File: config.mk
export PLATFORM = sky130hd
export DESIGN_NAME = seg7_scan_driver
export DESIGN_NICKNAME = d
export VERILOG_FILES = /design/src/rtl/seg7_scan_driver.sv
export SDC_FILE = /design/constraint.sdc
export NUM_CORES = 1
export LEC_CHECK = 0
export ABC_CLOCK_PERIOD_IN_PS = 5700
export BUFFER_PORTS_ARGS = -buffer_cell sky130_fd_sc_hd__buf_2
export CORE_UTILIZATION = 51
export CTS_BUF_LIST = sky130_fd_sc_hd__clkbuf_8
export CTS_CLUSTER_DIAMETER = 50
export DETAILED_ROUTE_END_ITERATION = 10
export PLACE_DENSITY = 0.72
export SLEW_MARGIN = 0
export SYNTH_ARGS = -nofsm -noshare
export SYNTH_HDL_FRONTEND = slang
export SYNTH_SLANG_ARGS = --single-unit
File: constraint.sdc
create_clock -name clk -period 5.7 [get_ports clk]
set_input_delay 1.14 -clock clk [delete_from_list [all_inputs] [get_ports clk]]
set_output_delay 1.14 -clock clk [all_outputs]
set_load 0.05 [all_outputs]
File: src/rtl/seg7_scan_driver.sv
// seg7_scan_driver: time-multiplexed 7-segment scan driver.
// Each digit gets an anode-off guard (BLANK) followed by a lit slot (SHOW).
// The digit value comes from a load-strobed shadow register, with optional
// leading-zero suppression. All pin outputs are registered.
module seg7_scan_driver #(
    parameter int NUM_DIGITS   = 4,
    parameter int REFRESH_DIV  = 100000,
    parameter int BLANK_CYCLES = 16,
    parameter int ACTIVE_LOW   = 1
) (
    input  logic                    clk,
    input  logic                    rst,
    input  logic                    enable,
    input  logic                    load,
    input  logic [4*NUM_DIGITS-1:0] value_in,
    input  logic [NUM_DIGITS-1:0]   dp_in,
    input  logic                    blank_lz,
    output logic [6:0]              seg_out,
    output logic                    dp_out,
    output logic [NUM_DIGITS-1:0]   an_out,
    output logic [2:0]              digit_idx,
    output logic                    frame_done
);

    localparam int CNT_MAX = (REFRESH_DIV > BLANK_CYCLES) ? REFRESH_DIV : BLANK_CYCLES;
    localparam int CW      = $clog2(CNT_MAX + 1);
    localparam logic [CW-1:0] SHOW_LAST  = CW'(REFRESH_DIV - 1);
    localparam logic [CW-1:0] BLANK_LAST = (BLANK_CYCLES > 0) ? CW'(BLANK_CYCLES - 1) : '0;
    localparam logic [2:0]    LAST_IDX   = 3'(NUM_DIGITS - 1);
    localparam logic          INV        = (ACTIVE_LOW != 0);

    typedef enum logic [1:0] {
        ST_OFF,
        ST_BLANK,
        ST_SHOW
    } state_t;

    state_t                  r_state;
    logic [CW-1:0]           r_cnt;
    logic [2:0]              r_idx;
    logic                    r_frame_done;
    logic [4*NUM_DIGITS-1:0] r_shadow;
    logic [NUM_DIGITS-1:0]   r_shadow_dp;
    logic [6:0]              r_seg;
    logic                    r_dp;
    logic [NUM_DIGITS-1:0]   r_an;

    logic [3:0]              w_nibble;
    logic                    w_dp_req;
    logic                    w_blank;
    logic                    w_zero_run;
    logic [NUM_DIGITS-1:0]   w_an_sel;
    logic [6:0]              w_glyph;
    logic [6:0]              w_seg_lit;
    logic                    w_dp_lit;
    logic [NUM_DIGITS-1:0]   w_an_lit;

    // Scan sequencer: OFF/BLANK/SHOW timing, digit index and frame pulse.
    always_ff @(posedge clk or posedge rst) begin
        if (rst) begin
            r_state      <= ST_OFF;
            r_cnt        <= '0;
            r_idx        <= '0;
            r_frame_done <= 1'b0;
        end else if (!enable) begin
            r_state      <= ST_OFF;
            r_cnt        <= '0;
            r_idx        <= '0;
            r_frame_done <= 1'b0;
        end else begin
            r_frame_done <= 1'b0;
            case (r_state)
                ST_OFF: begin
                    r_cnt   <= '0;
                    r_state <= (BLANK_CYCLES == 0) ? ST_SHOW : ST_BLANK;
                end
                ST_BLANK: begin
                    if (r_cnt == BLANK_LAST) begin
                        r_cnt   <= '0;
                        r_state <= ST_SHOW;
                    end else begin
                        r_cnt <= r_cnt + 1'b1;
                    end
                end
                ST_SHOW: begin
                    if (r_cnt == SHOW_LAST) begin
                        r_cnt   <= '0;
                        r_state <= (BLANK_CYCLES == 0) ? ST_SHOW : ST_BLANK;
                        if (r_idx == LAST_IDX) begin
                            r_idx        <= '0;
                            r_frame_done <= 1'b1;
                        end else begin
                            r_idx <= r_idx + 3'd1;
                        end
                    end else begin
                        r_cnt <= r_cnt + 1'b1;
                    end
                end
                default: begin
                    r_state <= ST_OFF;
                    r_cnt   <= '0;
                    r_idx   <= '0;
                end
            endcase
        end
    end

    // Shadow register: captures the display value on the load strobe.
    always_ff @(posedge clk or posedge rst) begin
        if (rst) begin
            r_shadow    <= '0;
            r_shadow_dp <= '0;
        end else if (load) begin
            r_shadow    <= value_in;
            r_shadow_dp <= dp_in;
        end
    end

    // Current digit select plus leading-zero detection, scanning from the top digit down.
    always_comb begin
        w_nibble   = 4'h0;
        w_dp_req   = 1'b0;
        w_blank    = 1'b0;
        w_zero_run = 1'b1;
        w_an_sel   = '0;
        for (int unsigned i = 0; i < NUM_DIGITS; i++) begin
            int unsigned k;
            k = NUM_DIGITS - 1 - i;
            w_zero_run = w_zero_run & (r_shadow[4*k +: 4] == 4'h0);
            if (r_idx == 3'(k)) begin
                w_nibble    = r_shadow[4*k +: 4];
                w_dp_req    = r_shadow_dp[k];
                w_blank     = blank_lz && (k != 0) && w_zero_run;
                w_an_sel[k] = 1'b1;
            end
        end
    end

    // Hex glyph table, abcdefg with 1 = lit.
    always_comb begin
        w_glyph = 7'b0000000;
        case (w_nibble)
            4'h0: w_glyph = 7'b1111110;
            4'h1: w_glyph = 7'b0110000;
            4'h2: w_glyph = 7'b1101101;
            4'h3: w_glyph = 7'b1111001;
            4'h4: w_glyph = 7'b0110011;
            4'h5: w_glyph = 7'b1011011;
            4'h6: w_glyph = 7'b1011111;
            4'h7: w_glyph = 7'b1110000;
            4'h8: w_glyph = 7'b1111111;
            4'h9: w_glyph = 7'b1111011;
            4'hA: w_glyph = 7'b1110111;
            4'hB: w_glyph = 7'b0011111;
            4'hC: w_glyph = 7'b1001110;
            4'hD: w_glyph = 7'b0111101;
            4'hE: w_glyph = 7'b1001111;
            4'hF: w_glyph = 7'b1000111;
            default: w_glyph = 7'b0000000;
        endcase
    end

    // Lit/active sense of the pins: dark except during an unblanked SHOW slot.
    always_comb begin
        w_seg_lit = 7'b0000000;
        w_dp_lit  = 1'b0;
        w_an_lit  = '0;
        if (r_state == ST_SHOW && !w_blank) begin
            w_seg_lit = w_glyph;
            w_dp_lit  = w_dp_req;
            w_an_lit  = w_an_sel;
        end
    end

    // Output registers with board polarity applied.
    always_ff @(posedge clk or posedge rst) begin
        if (rst) begin
            r_seg <= {7{INV}};
            r_dp  <= INV;
            r_an  <= {NUM_DIGITS{INV}};
        end else begin
            r_seg <= w_seg_lit ^ {7{INV}};
            r_dp  <= w_dp_lit ^ INV;
            r_an  <= w_an_lit ^ {NUM_DIGITS{INV}};
        end
    end

    assign seg_out    = r_seg;
    assign dp_out     = r_dp;
    assign an_out     = r_an;
    assign digit_idx  = r_idx;
    assign frame_done = r_frame_done;

endmodule
==> summary.md <==
| Metric | Value |
|---|---|
| Launching point of the worst reg2reg path | `digit_idx[1]` |
| Count of clock tree sinks | `55` |
| Most common library cell in the layout ignoring fill and taps | `dfrtp_1` |
| Via density | `~5.5` |
| Number of top-level pins | `41` |
| Mapped cell area | `~2900 um2` |
| CTS tree | `yes` |
| Switching Fraction | `0.2545` |
| Critical path buffer and inverter count | `2` |
| CP endpoint kind | `register` |
| Busiest layer in global routing | `met2` |
| Sequential area share after synthesis | `0.4754` |
| # DRC | `0` |
| Critical path data arrival time | `between 2 and 3 ns` |
| Setup total negative slack | `0 ns` |
| Static leakage | `1.364 nW` |
| GRT met3 Usage | `0.03765` |
| Die width | `77.75 um` |
| Max Clock Freq | `377.6 MHz` |
| Cell chosen for the clock root | `clkbuf_8` |
| Critical path required time | `5.92 ns` |
| Crit path largest cell delay | `slightly below 0.5 ns` |
| Area delta synth->final | `12.01%` |
| Worst slew pin tran | `just under 0.8 ns` |
| Crit start category | `register` |
| Initial core utilization | `0.5315` |
| Final Worst Setup Slack | `slightly above 3 ns` |
| Net switching power of the design | `around 190 uW` |
| Cells traversed along the worst timing path | `inv_1, ha_1, nor2b_1, nor3_1, a32oi_1, inv_1, ha_1, nor2b_1, a211oi_1, o21ai_0` |
| Register-to-Register Setup Slack | `~3.1 ns` |
| Number of cells after detailed placement | `372` |
| Post-layout total power | `between 700 and 800 uW` |
| Synth Area per Inst | `10.88 um2` |
| Met1 capacity usage during global routing | `0.2805` |
| Number of vias after detailed routing | `about 2100` |
| Maximum root-to-sink buffer count | `2` |
| Violation count after the first detailed-routing iteration | `~110` |
| 1st-pass router iterations | `4` |
| Worst-path cell with the longest stage delay | `a32oi_1` |
| Worst-case reg-to-reg path depth | `10` |
| Outcome | `completed` |
| Clk pin slew, worst setup/hold paths | `0.09 ns` |
| Reg2reg end | `seg_out[3]` |
| Final layout net count | `around 350` |
| Largest net degree at the start of global routing | `56` |
| Min-Delay Path Class | `register to register` |
| Routability cong. | `0.8961` |
| Count of port buffers added during placement | `40` |
| Clock latency on the worst-skew pair | `0.30 ns` |
| Worst setup startpoint | `digit_idx[1]` |
| Kind of critical path | `register to register` |
| Power density over the cells | `approximately 230 nW/um2` |
| Global router's overall resource usage | `0.2039` |
| Wire length of the first global-routing pass | `9673 um` |
| Share of post-route cells with drive strength above 1 | `0.2955` |
| Y dimension of the die | `around 78 um` |
| Number of synthesized register bits | `55` |
| Endpoint of the worst setup timing path | `seg_out[3]` |
| Delay-heaviest family, CP | `compound AO/OA/AOI/OAI gates` |
| Filler-free cell count of the finished design | `380` |
| Number of global-route vias before repair | `roughly 2000` |
| Shortest period the worst path allows | `~2.6 ns` |
| Clock buffers created by TritonCTS | `5` |
| CTS-repair resized insts | `0` |
| DRT antenna net count | `0` |
| Post CTS Setup Buffer Count | `0` |
| Mapped Nets | `just over 300` |
| Final hold violation count | `0` |
| Global route total overflow | `0` |
| Number of antenna violations at the first check in global routing | `0` |
| Worst Skew | `0.003948 ns` |
| Top fanout value on the critical path | `13` |
| # rows | `27` |
| Core outline area | `between 5000 and 6000 um2` |
| Level count of the clock H-tree | `2` |
| Setup repair after global routing missed its margin | `no` |
| Count of final setup violators | `0` |
| Leading cell types in the layout, fill and taps excluded | `43 x dfrtp_1, 40 x buf_2, 25 x nor2_1, 20 x mux2_2, 17 x nand3_1` |
| Internal Pwr Total | `approximately 560 uW` |
| Worst slew margin | `0.4864` |
| Hold WS | `roughly 0.5 ns` |
| Yosys Warn Count | `0` |
| Maximum ir drop on the vdd rail | `around 170 uV` |
| Per-cell routed wire length | `approximately 14 um` |
| Clock Power Share | `0.308` |
| M2 GR Usage | `0.3310` |
| Final routed wirelength across all metal layers | `between 5000 and 6000 um` |
| CTS hold repair buffers | `0` |
| Combinational group share of total power | `0.137` |
| Post-Place Setup Slack | `around 3.1 ns` |
| Total half-perimeter wirelength after legalization and detailed placement | `3992 um` |
| Final clock period utilization by the worst path | `0.4647` |
| Gate count after technology mapping | `around 270` |
| Total Die Area | `around 6000 um2` |
| Max-Cap Viols | `0` |
| Slew Limit Fails | `0` |
| Post-synthesis cell type count | `47` |
| Cell count along the critical path | `10` |
| # diodes | `0` |
| Relative contribution of sequential cells to total power | `0.556` |
## worst reg2reg max path: stages, from the launching register on
cell	delay, ns
dfrtp_1	0.42
inv_1	0.10
ha_1	0.41
nor2b_1	0.19
nor3_1	0.05
a32oi_1	0.49
inv_1	0.17
ha_1	0.30
nor2b_1	0.15
a211oi_1	0.18
o21ai_0	0.11
## how the worst min path moves through the flow
stage | endpoint | slack (ns) | start | depth (start not counted)
2_1_floorplan | r_cnt[0] | 0.45 | r_cnt[0] | 1
3_3_place_gp | r_cnt[0] | 0.47 | r_cnt[0] | 1
3_5_place_dp | r_cnt[0] | 0.48 | r_cnt[0] | 1
4_1_cts | r_cnt[0] | 0.50 | r_cnt[0] | 1
5_1_grt | r_cnt[0] | 0.55 | r_cnt[0] | 1
6_report | r_cnt[0] | 0.49 | r_cnt[0] | 1
## power groups by stage
stage / combinational [mW] / sequential, mW / clock, mW
finish: 0.104 / 0.421 / 0.233
detailed placement: 0.104 / 0.428 / 0
floorplan: 0.0814 / 0.423 / 0
global placement: 0.101 / 0.428 / 0
CTS: 0.104 / 0.421 / 0.240
global route: 0.116 / 0.424 / 0.256
## cell families (layout without fill, tap and decap cells)
family,Yosys count,after routing,share of synthesized area
xor+xnor,16,16,0.04789
compound gates,34,34,0.09919
mux,26,26,0.09748
fa+ha+maj,15,15,0.06413
simple gates,102,102,0.1847
buf+inv,21,60,0.03121
flops,55,55,0.4754
## Yosys cell counts (all sizes together)
library cell / count / area [um2]
a2111oi: 1 / 15.01
a211o: 1 / 8.760
a211oi: 7 / 52.55
a21oi: 4 / 20.02
a31oi: 1 / 6.260
a32oi: 1 / 8.760
and2: 3 / 18.77
and3: 4 / 26.28
and4: 1 / 8.760
buf: 4 / 26.27
clkbuf: 6 / 23.77
dfrtp: 43 / 1076
dfstp: 12 / 315.3
ha: 15 / 187.7
inv: 11 / 41.29
mux2: 20 / 225.2
mux2i: 6 / 60.06
nand2: 16 / 60.06
nand2b: 1 / 6.260
nand3: 18 / 102.6
nand3b: 4 / 30.03
nand4: 1 / 6.260
nor2: 25 / 93.84
nor2b: 7 / 43.79
nor3: 6 / 30.03
nor3b: 5 / 37.54
nor4: 7 / 43.79
o211ai: 2 / 28.78
o21a: 2 / 22.52
o21ai: 7 / 35.03
o221a: 1 / 11.26
o221ai: 3 / 26.28
o311ai: 2 / 17.52
o31a: 1 / 10.01
o41ai: 1 / 27.53
or3: 2 / 17.52
or4: 2 / 15.01
xnor2: 7 / 61.31
xor2: 9 / 78.83
## cell type report
class	count	area [um2]
clock inverter	1	7.507
tap	72	90.09
sequential	55	1391
inverter	11	41.29
clock buffer	7	96.34
multi-input combinational	193	1444
fill	473	2228
timing repair buffer	41	207.7
## stage by stage
| step | cell area (um2) | utilization |
|---|---|---|
| 4_1_cts | 3278 | 0.5953 |
| 2_1_floorplan | 2927 | - |
| 5_1_grt | 3278 | 0.5953 |
| 3_5_place_dp | 3174 | 0.5765 |
| 3_3_place_gp | 3174 | 0.5765 |
| 6_report | 3278 | 0.5953 |
## registers in the layout (all words and copies together), names as in the netlist
name	cells
r_shadow	16
r_cnt	17
dp_out	1
r_state	2
frame_done	1
seg_out	7
r_shadow_dp	4
digit_idx	3
an_out	4
## routing by layer
metal  routed length [um]  up-vias
met2                 2645       39
li1                     -     1029
met5                    0        -
met1                 2485     1023
met4                   50        0
met3                  209        5
Power figures use the tool's default switching activity.
